### src/rtl/hazard_controller.sv
// rtl/hazard_controller.sv - pipeline stall/flush control with multicycle mul/div sequencing
module hazard_controller #(
  parameter int MD_CYCLES = 8
) (
  input  logic        clk,
  input  logic        rst,
  input  logic [4:0]  Rs_ID,
  input  logic [4:0]  Rt_ID,
  input  logic [4:0]  RdOrRt_EX,
  input  logic [4:0]  RdOrRt_M,
  input  logic        RegWrite_EX,
  input  logic        MemtoReg_EX,
  input  logic        MemtoReg_M,
  input  logic        Branch_ID,
  input  logic        Jump_ID,
  input  logic        BranchTaken_ID,
  input  logic        MulDiv_EX,
  output logic        StallF,
  output logic        StallD,
  output logic        StallE,
  output logic        FlushD,
  output logic        FlushE,
  output logic        FlushM,
  output logic        MdStart,
  output logic        MdDone,
  output logic        MdBusy,
  output logic [15:0] StallCount
);

  localparam logic IDLE = 1'b0;
  localparam logic BUSY = 1'b1;

  logic       state, state_next;
  logic [4:0] cnt, cnt_next;
  logic       lwstall, branchstall, ex_match, m_match;

  assign ex_match = (RdOrRt_EX != 5'd0) && ((RdOrRt_EX == Rs_ID) || (RdOrRt_EX == Rt_ID));
  assign m_match  = (RdOrRt_M  != 5'd0) && ((RdOrRt_M  == Rs_ID) || (RdOrRt_M  == Rt_ID));

  assign lwstall     = MemtoReg_EX && ex_match;
  assign branchstall = Branch_ID && ((RegWrite_EX && ex_match) || (MemtoReg_M && m_match));

  always_comb begin
    state_next = state;
    cnt_next   = cnt;
    StallF     = 1'b0;
    StallD     = 1'b0;
    StallE     = 1'b0;
    FlushE     = 1'b0;
    FlushM     = 1'b0;
    MdStart    = 1'b0;
    MdDone     = 1'b0;
    case (state)
      IDLE: begin
        if (MulDiv_EX) begin
          MdStart    = 1'b1;
          StallF     = 1'b1;
          StallD     = 1'b1;
          StallE     = 1'b1;
          FlushM     = 1'b1;
          cnt_next   = 5'(MD_CYCLES - 2);
          state_next = BUSY;
        end else begin
          StallF = lwstall || branchstall;
          StallD = lwstall || branchstall;
          FlushE = lwstall || branchstall;
        end
      end
      default: begin
        if (cnt != 5'd0) begin
          StallF   = 1'b1;
          StallD   = 1'b1;
          StallE   = 1'b1;
          FlushM   = 1'b1;
          cnt_next = cnt - 5'd1;
        end else begin
          // A reset landing on the final cycle aborts the op, so no completion pulse
          MdDone     = !rst;
          state_next = IDLE;
        end
      end
    endcase
  end

  assign FlushD = (BranchTaken_ID || Jump_ID) && !StallD;
  assign MdBusy = (state == BUSY);

  always_ff @(posedge clk) begin
    if (rst) begin
      state      <= IDLE;
      cnt        <= 5'd0;
      StallCount <= 16'd0;
    end else begin
      state <= state_next;
      cnt   <= cnt_next;
      if (StallF && (StallCount != 16'hFFFF))
        StallCount <= StallCount + 16'd1;
    end
  end

endmodule

### config.mk
export PLATFORM = sky130hd
export DESIGN_NAME = hazard_controller
export DESIGN_NICKNAME = d
export VERILOG_FILES = /design/src/rtl/hazard_controller.sv
export SDC_FILE = /design/constraint.sdc
export NUM_CORES = 1
export LEC_CHECK = 0
export CAP_MARGIN = 20
export CORE_ASPECT_RATIO = 0.6
export CORE_MARGIN = 3
export CORE_UTILIZATION = 45
export DETAILED_ROUTE_END_ITERATION = 10
export HOLD_SLACK_MARGIN = 0.03
export PLACE_DENSITY = 0.8
export SLEW_MARGIN = 20
export SYNTH_ARGS = -nofsm -noshare
export SYNTH_HDL_FRONTEND = slang
export SYNTH_SLANG_ARGS = --single-unit
### constraint.sdc
create_clock -name clk -period 2.7 [get_ports clk]
set_input_delay 0.54 -clock clk [delete_from_list [all_inputs] [get_ports clk]]
set_output_delay 0.54 -clock clk [all_outputs]
set_load 0.02 [all_outputs]
==> results.json, run 1 <==
{
  "outcome": "finished with violations",
  "violations": "negative setup slack",
  "syn_to_final_growth_pct": 51.29,
  "path_cells": "clkdlybuf4s50_1 -> xnor2_1 -> nand3_1 -> o22ai_2 -> a22oi_2 -> o21a_4 -> inv_2 -> buf_6 -> buf_6",
  "port_buffers": 53,
  "clkLatencyLatePin_ps": 270,
  "multi_input_area_um2": 1069,
  "finClkSkew_ps": 8.484,
  "final_cells": 290,
  "layout_setup_ws_ps": -61.68,
  "first_pass_iters": 4,
  "maxCapViolations": 0,
  "p_sw_share_pct": 30.23,
  "fill_cells": 217,
  "intPower_mw": 0.7096,
  "cpLargestDelayFamily": "buffers and inverters",
  "clk_pin_slew_ps": 90,
  "min_from": "cnt[4]$_SDFFE_PP0P_",
  "clk_path_buf_depth": 2,
  "cts_tree": "built",
  "first_global_vias": 1552,
  "r2r-start": "cnt[0]$_SDFFE_PP0P_",
  "placed_area_um2": 2213,
  "period_minus_slack_ps": 2762,
  "critPathMaxStageDelay_ps": 480,
  "final_max_slew_viol_count": 0,
  "drcViolationCount": 0,
  "final_area_um2": 2355,
  "antenna_cells": 0,
  "fp.dieArea_um2": 4224,
  "fmax_ghz": 0.3621,
  "cp-end-kind": "output pin",
  "cp_max_fo": 5,
  "die_height_um": 51.56,
  "cp_slowest_cell": "clkdlybuf4s50_1",
  "synth_area_um2": 1556,
  "cp.depth": 9,
  "synth_top_cell_area_share_pct": 28.30,
  "r2r_cells": 9,
  "syn_nets": 213,
  "rr_endpoint": "StallCount[12]$_SDFFE_PP0P_",
  "synth-edff-count": 0,
  "wl_per_cell_um": 16.69,
  "clock-sinks": 22,
  "grt_pass1_wl_um": 7465,
  "design.core.area_um2": 3078,
  "synth_area_leaders": "dfxtp_1, xnor2_1, mux2_4",
  "antenna_found_initial": 0,
  "ys_ff_latch": 22,
  "whs_endpoint": "cnt[4]$_SDFFE_PP0P_",
  "worstPathRequired_ps": 2160,
  "switching_power_mw": 0.3075,
  "synth_ff_type": "dfxtp_1",
  "dp_hpwl_um": 3529,
  "grt_max_degree": 32,
  "drtAntennaViolNets": 0,
  "clockPowerShare_pct": 31.6,
  "combPwrFrac_pct": 33.4,
  "yosysTopAreaCell": "dfxtp_1",
  "fin_crit_sh_pct": 102.3,
  "syn_inst": 181,
  "worst_slew_pin_slew_ps": 382.6,
  "yosysWarnings": 0,
  "drive_gt1_share_pct": 22.58,
  "startpoint_type": "primary input",
  "nNetsFinal": 281,
  "power_mw": 1.017,
  "drtIter0Drc": 98,
  "hold_viol": 0,
  "routabilityCongestion": 0.8278,
  "slew_headroom_pct": 74.42,
  "numCtsBuffers": 3,
  "die_w_um": 81.93,
  "ios": 54,
  "grt.overflow.total": 0,
  "dp_cells": 285,
  "synthArstFlopShare_pct": 0,
  "vias": 1635,
  "drt_wl_total_um": 4840,
  "viasPerCell": 5.638,
  "cts_hold_buf": 0,
  "power_density_nw_per_um2": 432.0,
  "p_leak_nw": 0.9415,
  "yosysSeqAreaShare_pct": 28.30,
  "path_buf_inv": 4,
  "critPathKind": "in -> out",
  "rows": 15,
  "grtUsageTotal_pct": 22.84,
  "r2r_setup_slack_ps": 490,
  "cp.arrival_ps": 2220,
  "seq_area_um2": 440.4,
  "cts_htree_levels": 1,
  "yosysUniqueCellTypes": 39,
  "pwr-share-seq_pct": 35.1,
  "crit_top_cell": "buf_6",
  "synth.avg_cell_area_um2": 8.599,
  "initial_utilization_pct": 50.57,
  "root_buffer": "clkbuf_8",
  "finalSetupViolations": 3,
  "ir_worst_vdd_v": 0.0002879,
  "min_path_cells": 1,
  "hold_path.class": "reg -> reg"
}
[metrics by stage]
stage          util (%)  setup TNS, ps  hold slack (ps)  setup slack [ps]
3_5_place_dp      71.91          -4341            486.8            -648.8
6_report          76.50         -135.0            513.2            -61.68
4_1_cts           74.67              0            500.3             3.457
5_1_grt           76.50         -235.1            538.6            -89.73
2_1_floorplan         -              0            444.1             79.63
3_3_place_gp      71.91          -3004            465.3            -576.8
[state kept, by name (all words and copies together), names as in the netlist]
name        count
StallCount     16
MdBusy          1
cnt             5
[worst max path at each step]
stage,start,to,slack [ps]
floorplan,RdOrRt_M[0],FlushD,80
global placement,RdOrRt_M[0],FlushD,-580
detailed placement,RdOrRt_M[0],FlushD,-650
CTS,RdOrRt_EX[4],StallF,3
global route,Rt_ID[3],StallF,-90
finish,Rt_ID[3],StallF,-60
[Yosys cell counts (2+ instances only)]
master / count
o31ai_1: 5
buf_6: 2
xnor2_1: 20
nand4_1: 2
dfxtp_1: 22
buf_4: 2
and3_1: 3
o21ai_1: 2
or3_1: 2
or4_1: 5
nand2_1: 14
ha_1: 3
nor2_1: 17
clkbuf_1: 3
nor4_2: 6
nand3_1: 11
nor2b_1: 10
nand2b_1: 2
buf_2: 2
mux2_1: 2
a311oi_1: 3
nor3_1: 5
inv_1: 5
o22ai_1: 2
mux2_4: 7
a21oi_1: 11
[layout by cell type (no fill, tap or decap), types with 10 or more instances in the layout]
master	count
nor2_1	16
xnor2_1	19
a21oi_1	11
nor2b_1	10
dfxtp_1	22
clkdlybuf4s50_1	32
buf_4	20
dlymetal6s2s_1	11
nand2_1	14
nand3_1	11
[metal layers]
layer / share of wire, % / track usage [%]
met5: 0 / 0
met4: 0.85 / 2.486
met3: 7.5 / 5.882
met2: 49 / 36.60
met1: 43 / 31.88
[power by group through the flow]
stage                     combinational, mW  sequential (mW)  clock [mW]
after floorplan                       0.173            0.369           0
after global placement                0.310            0.362           0
after global routing                  0.363            0.359       0.336
after detailed placement              0.321            0.364           0
after CTS                             0.326            0.356       0.320
final                                 0.339            0.357       0.321
[repair_timing]
action | CTS | global route
resized for setup | 34 | 21
endpoints found under the setup margin | 7 | 12
setup buffers | 1 | 0
pin swaps | 5 | 9
[cell families (layout without fill, tap and decap cells)]
logic type,count (synthesis),count (layout),share of synthesized area [%]
AND/OR/NAND/NOR,82,82,30.95
AO/OA/AOI/OAI,28,28,12.06
flip-flops,22,22,28.30
XOR/XNOR,20,20,11.25
buffers and inverters,16,83,6.189
multiplexers,10,10,8.842
adder cells (fa/ha/maj),3,3,2.412
[worst reg2reg max path, cell delays in order (launching register included)]
cell and delay, ps:
dfxtp_1 320, inv_1 80, ha_1 150, or4b_4 470
and2_4 200, nor2_8 80, o21a_4 130, buf_4 250
nor4_2 100, mux2_4 310
[layout make-up]
class | count | share of cell area, %
multi-input combinational | 143 | 45.38
timing repair buffer | 73 | 29.70
sequential | 22 | 18.70
tap | 42 | 2.232
clock buffer | 3 | 1.753
clock inverter | 1 | 1.275
inverter | 6 | 0.9564
Note: power is estimated with default switching activity, not from simulation.
==> run 2: changes to the inputs <==
--- a/config.mk
+++ b/config.mk
@@ -12,6 +12,7 @@
 export DETAILED_ROUTE_END_ITERATION = 10
 export HOLD_SLACK_MARGIN = 0.03
 export PLACE_DENSITY = 0.8
+export RECOVER_POWER = 25
 export SLEW_MARGIN = 20
 export SYNTH_ARGS = -nofsm -noshare
 export SYNTH_HDL_FRONTEND = slang
==> results of run 2 <==
The final DEF is identical to that of run 1; final timing and power are the same.
==> run 3: changes to the inputs <==
--- a/config.mk
+++ b/config.mk
@@ -5,9 +5,9 @@
 export SDC_FILE = /design/constraint.sdc
 export NUM_CORES = 1
 export LEC_CHECK = 0
+export ABC_CLOCK_PERIOD_IN_PS = 2700
 export CAP_MARGIN = 20
 export CORE_ASPECT_RATIO = 0.6
-export CORE_MARGIN = 3
 export CORE_UTILIZATION = 45
 export DETAILED_ROUTE_END_ITERATION = 10
 export HOLD_SLACK_MARGIN = 0.03
==> run 3 against run 2 <==
Compared with the run above:
- the flow now finishes without violations
- worst hold slack lost 11 ps
- sequential power is essentially flat
- first-iteration DRC count grew 19%
- critical endpoint is now StallD
- highest routed layer unchanged
==> results.json, run 3 (same netlist as run 1, synthesis figures left out) <==
{
  "combPwrFrac_pct": 37.1,
  "final_max_slew_viol_count": 0,
  "worst_slew_pin_slew_ps": 327.6,
  "largest_register_ff_count": 16,
  "hold_viol": 0,
  "top_register": "StallCount",
  "grt.overflow.total": 0,
  "wl_per_cell_um": 14.19,
  "cp-end-kind": "output pin",
  "grt_max_degree": 32,
  "r2r_setup_slack_ps": 450,
  "drive_gt1_share_pct": 21.29,
  "grtUsageTotal_pct": 24.13,
  "switching_power_mw": 0.2820,
  "intPower_mw": 0.6074,
  "cts_tree": "built",
  "r2r_cells": 11,
  "clockPowerShare_pct": 22.8,
  "first_global_vias": 1361,
  "ir_worst_vdd_v": 0.0003180,
  "finalSetupViolations": 0,
  "path_cells": "dlygate4sd2_1 -> or3_1 -> o311a_1 -> a22oi_2 -> o21a_4 -> inv_2 -> buf_4 -> buf_6",
  "placed_area_um2": 2232,
  "cp_max_fo": 3,
  "fin_tns_setup_ps": 0,
  "final_area_um2": 2323,
  "root_buffer": "clkbuf_8",
  "drt_wl_total_um": 4173,
  "p_leak_nw": 0.9658,
  "power_density_nw_per_um2": 382.8,
  "fp.dieArea_um2": 3706,
  "layout_common_cells": "dfxtp_1, buf_4, clkdlybuf4s50_1, xnor2_1, nor2_1",
  "min_path_cells": 1,
  "rr_endpoint": "StallCount[2]$_SDFFE_PP0P_",
  "drcViolationCount": 0,
  "antenna_found_initial": 0,
  "rows": 16,
  "drtIter0Drc": 117,
  "worstPathRequired_ps": 2160,
  "clk_pin_slew_ps": 80,
  "p_sw_share_pct": 31.71,
  "syn_to_final_growth_pct": 49.28,
  "cp.arrival_ps": 2100,
  "first_pass_iters": 4,
  "nNetsFinal": 283,
  "period_minus_slack_ps": 2642,
  "multi_input_area_um2": 1062,
  "worstSetupEndpoint": "StallD",
  "numCtsBuffers": 3,
  "r2r-start": "cnt[0]$_SDFFE_PP0P_",
  "startpoint": "RdOrRt_M[0]",
  "clock-sinks": 22,
  "finClkSkew_ps": 7.608,
  "pwr-share-seq_pct": 40.1,
  "hold_path.class": "reg -> reg",
  "clkLatencyLatePin_ps": 260,
  "die_w_um": 77.93,
  "port_buffers": 53,
  "outcome": "completed",
  "critPathMaxStageDelay_ps": 370,
  "grt_pass1_wl_um": 6679,
  "drtAntennaViolNets": 0,
  "design.core.area_um2": 3283,
  "seq_area_um2": 440.4,
  "vias": 1550,
  "initial_utilization_pct": 47.41,
  "routabilityCongestion": 0.9241,
  "slew_headroom_pct": 78.16,
  "antenna_cells": 0,
  "final_cells": 294,
  "power_mw": 0.8895,
  "dp_cells": 290,
  "maxCapViolations": 0,
  "fill_cells": 267,
  "cp_slowest_cell": "or3_1",
  "cts_htree_levels": 1,
  "viasPerCell": 5.272,
  "ios": 54,
  "fin_crit_sh_pct": 97.83,
  "dp_hpwl_um": 3309,
  "clk_path_buf_depth": 2,
  "die_height_um": 47.56,
  "critPathKind": "in -> out",
  "fmax_ghz": 0.3786,
  "startpoint_type": "primary input"
}
run 3: cell types whose count changed in the layout (fill, tap and decap cells not counted), sizes merged:
cell,delta
bufinv,-1
dlymetal6s2s,-1
buf,+1
clkdlybuf4s15,-2
dlygate4sd2,+7
dlygate4sd3,+8
clkdlybuf4s50,-11
run 3: how the worst min path moves through the flow:
| stage | start | endpoint | slack (ps) |
|---|---|---|---|
| floorplan | cnt[4]$_SDFFE_PP0P_ | cnt[4]$_SDFFE_PP0P_ | 440 |
| global placement | cnt[4]$_SDFFE_PP0P_ | cnt[4]$_SDFFE_PP0P_ | 490 |
| detailed placement | cnt[4]$_SDFFE_PP0P_ | cnt[4]$_SDFFE_PP0P_ | 480 |
| CTS | cnt[4]$_SDFFE_PP0P_ | cnt[4]$_SDFFE_PP0P_ | 500 |
| global route | cnt[4]$_SDFFE_PP0P_ | cnt[4]$_SDFFE_PP0P_ | 530 |
| finish | cnt[4]$_SDFFE_PP0P_ | cnt[4]$_SDFFE_PP0P_ | 500 |
run 3: final cells by class:
| class | instances | area share [%] |
|---|---|---|
| Sequential cell | 22 | 18.96 |
| Multi-Input combinational cell | 143 | 45.72 |
| Tap cell | 45 | 2.423 |
| Timing Repair Buffer | 75 | 30.16 |
| Clock buffer | 3 | 1.777 |
| Inverter | 6 | 0.9693 |
run 3: per-layer routing:
metal  track usage (%)  part of all wire [%]  vias to the layer above  wire length, um
li1                  -                     -                      783                -
met1             35.41                    54                      725             2235
met2             34.51                    40                       38             1655
met3             8.571                   6.3                        4              261
met4             2.963                  0.48                        0               20
met5                 0                     0                        -                0
run 3: power groups by stage:
stage	sequential, mW	clock (mW)	combinational, mW
global placement	0.362	0	0.319
floorplan	0.369	0	0.173
CTS	0.356	0.210	0.317
detailed placement	0.363	0	0.326
finish	0.357	0.203	0.330
global route	0.359	0.225	0.357
run 3: repair_timing:
action                                  CTS  global route
hold buffers                              0             0
gates cloned                              0             0
buffers inserted                          1             0
pin swaps                                 5             7
gates resized for setup                  30            21
endpoints found under the setup margin    6            12
run 3: per-stage QoR:
step	setup WS (ps)	util (%)	hold WS, ps
floorplan	79.63	-	444.1
global placement	-573.7	67.99	488.0
detailed placement	-600.3	67.99	480.1
CTS	0.8318	68.90	496.3
global route	-9.344	70.77	527.7
finish	58.46	70.77	502.5
run 3: critical path: cells and delay by family:
family	cells	cell delay, ps
AOI/OAI and AO/OA	3	640
buffers and inverters	4	540
and+or+nand+nor	1	370
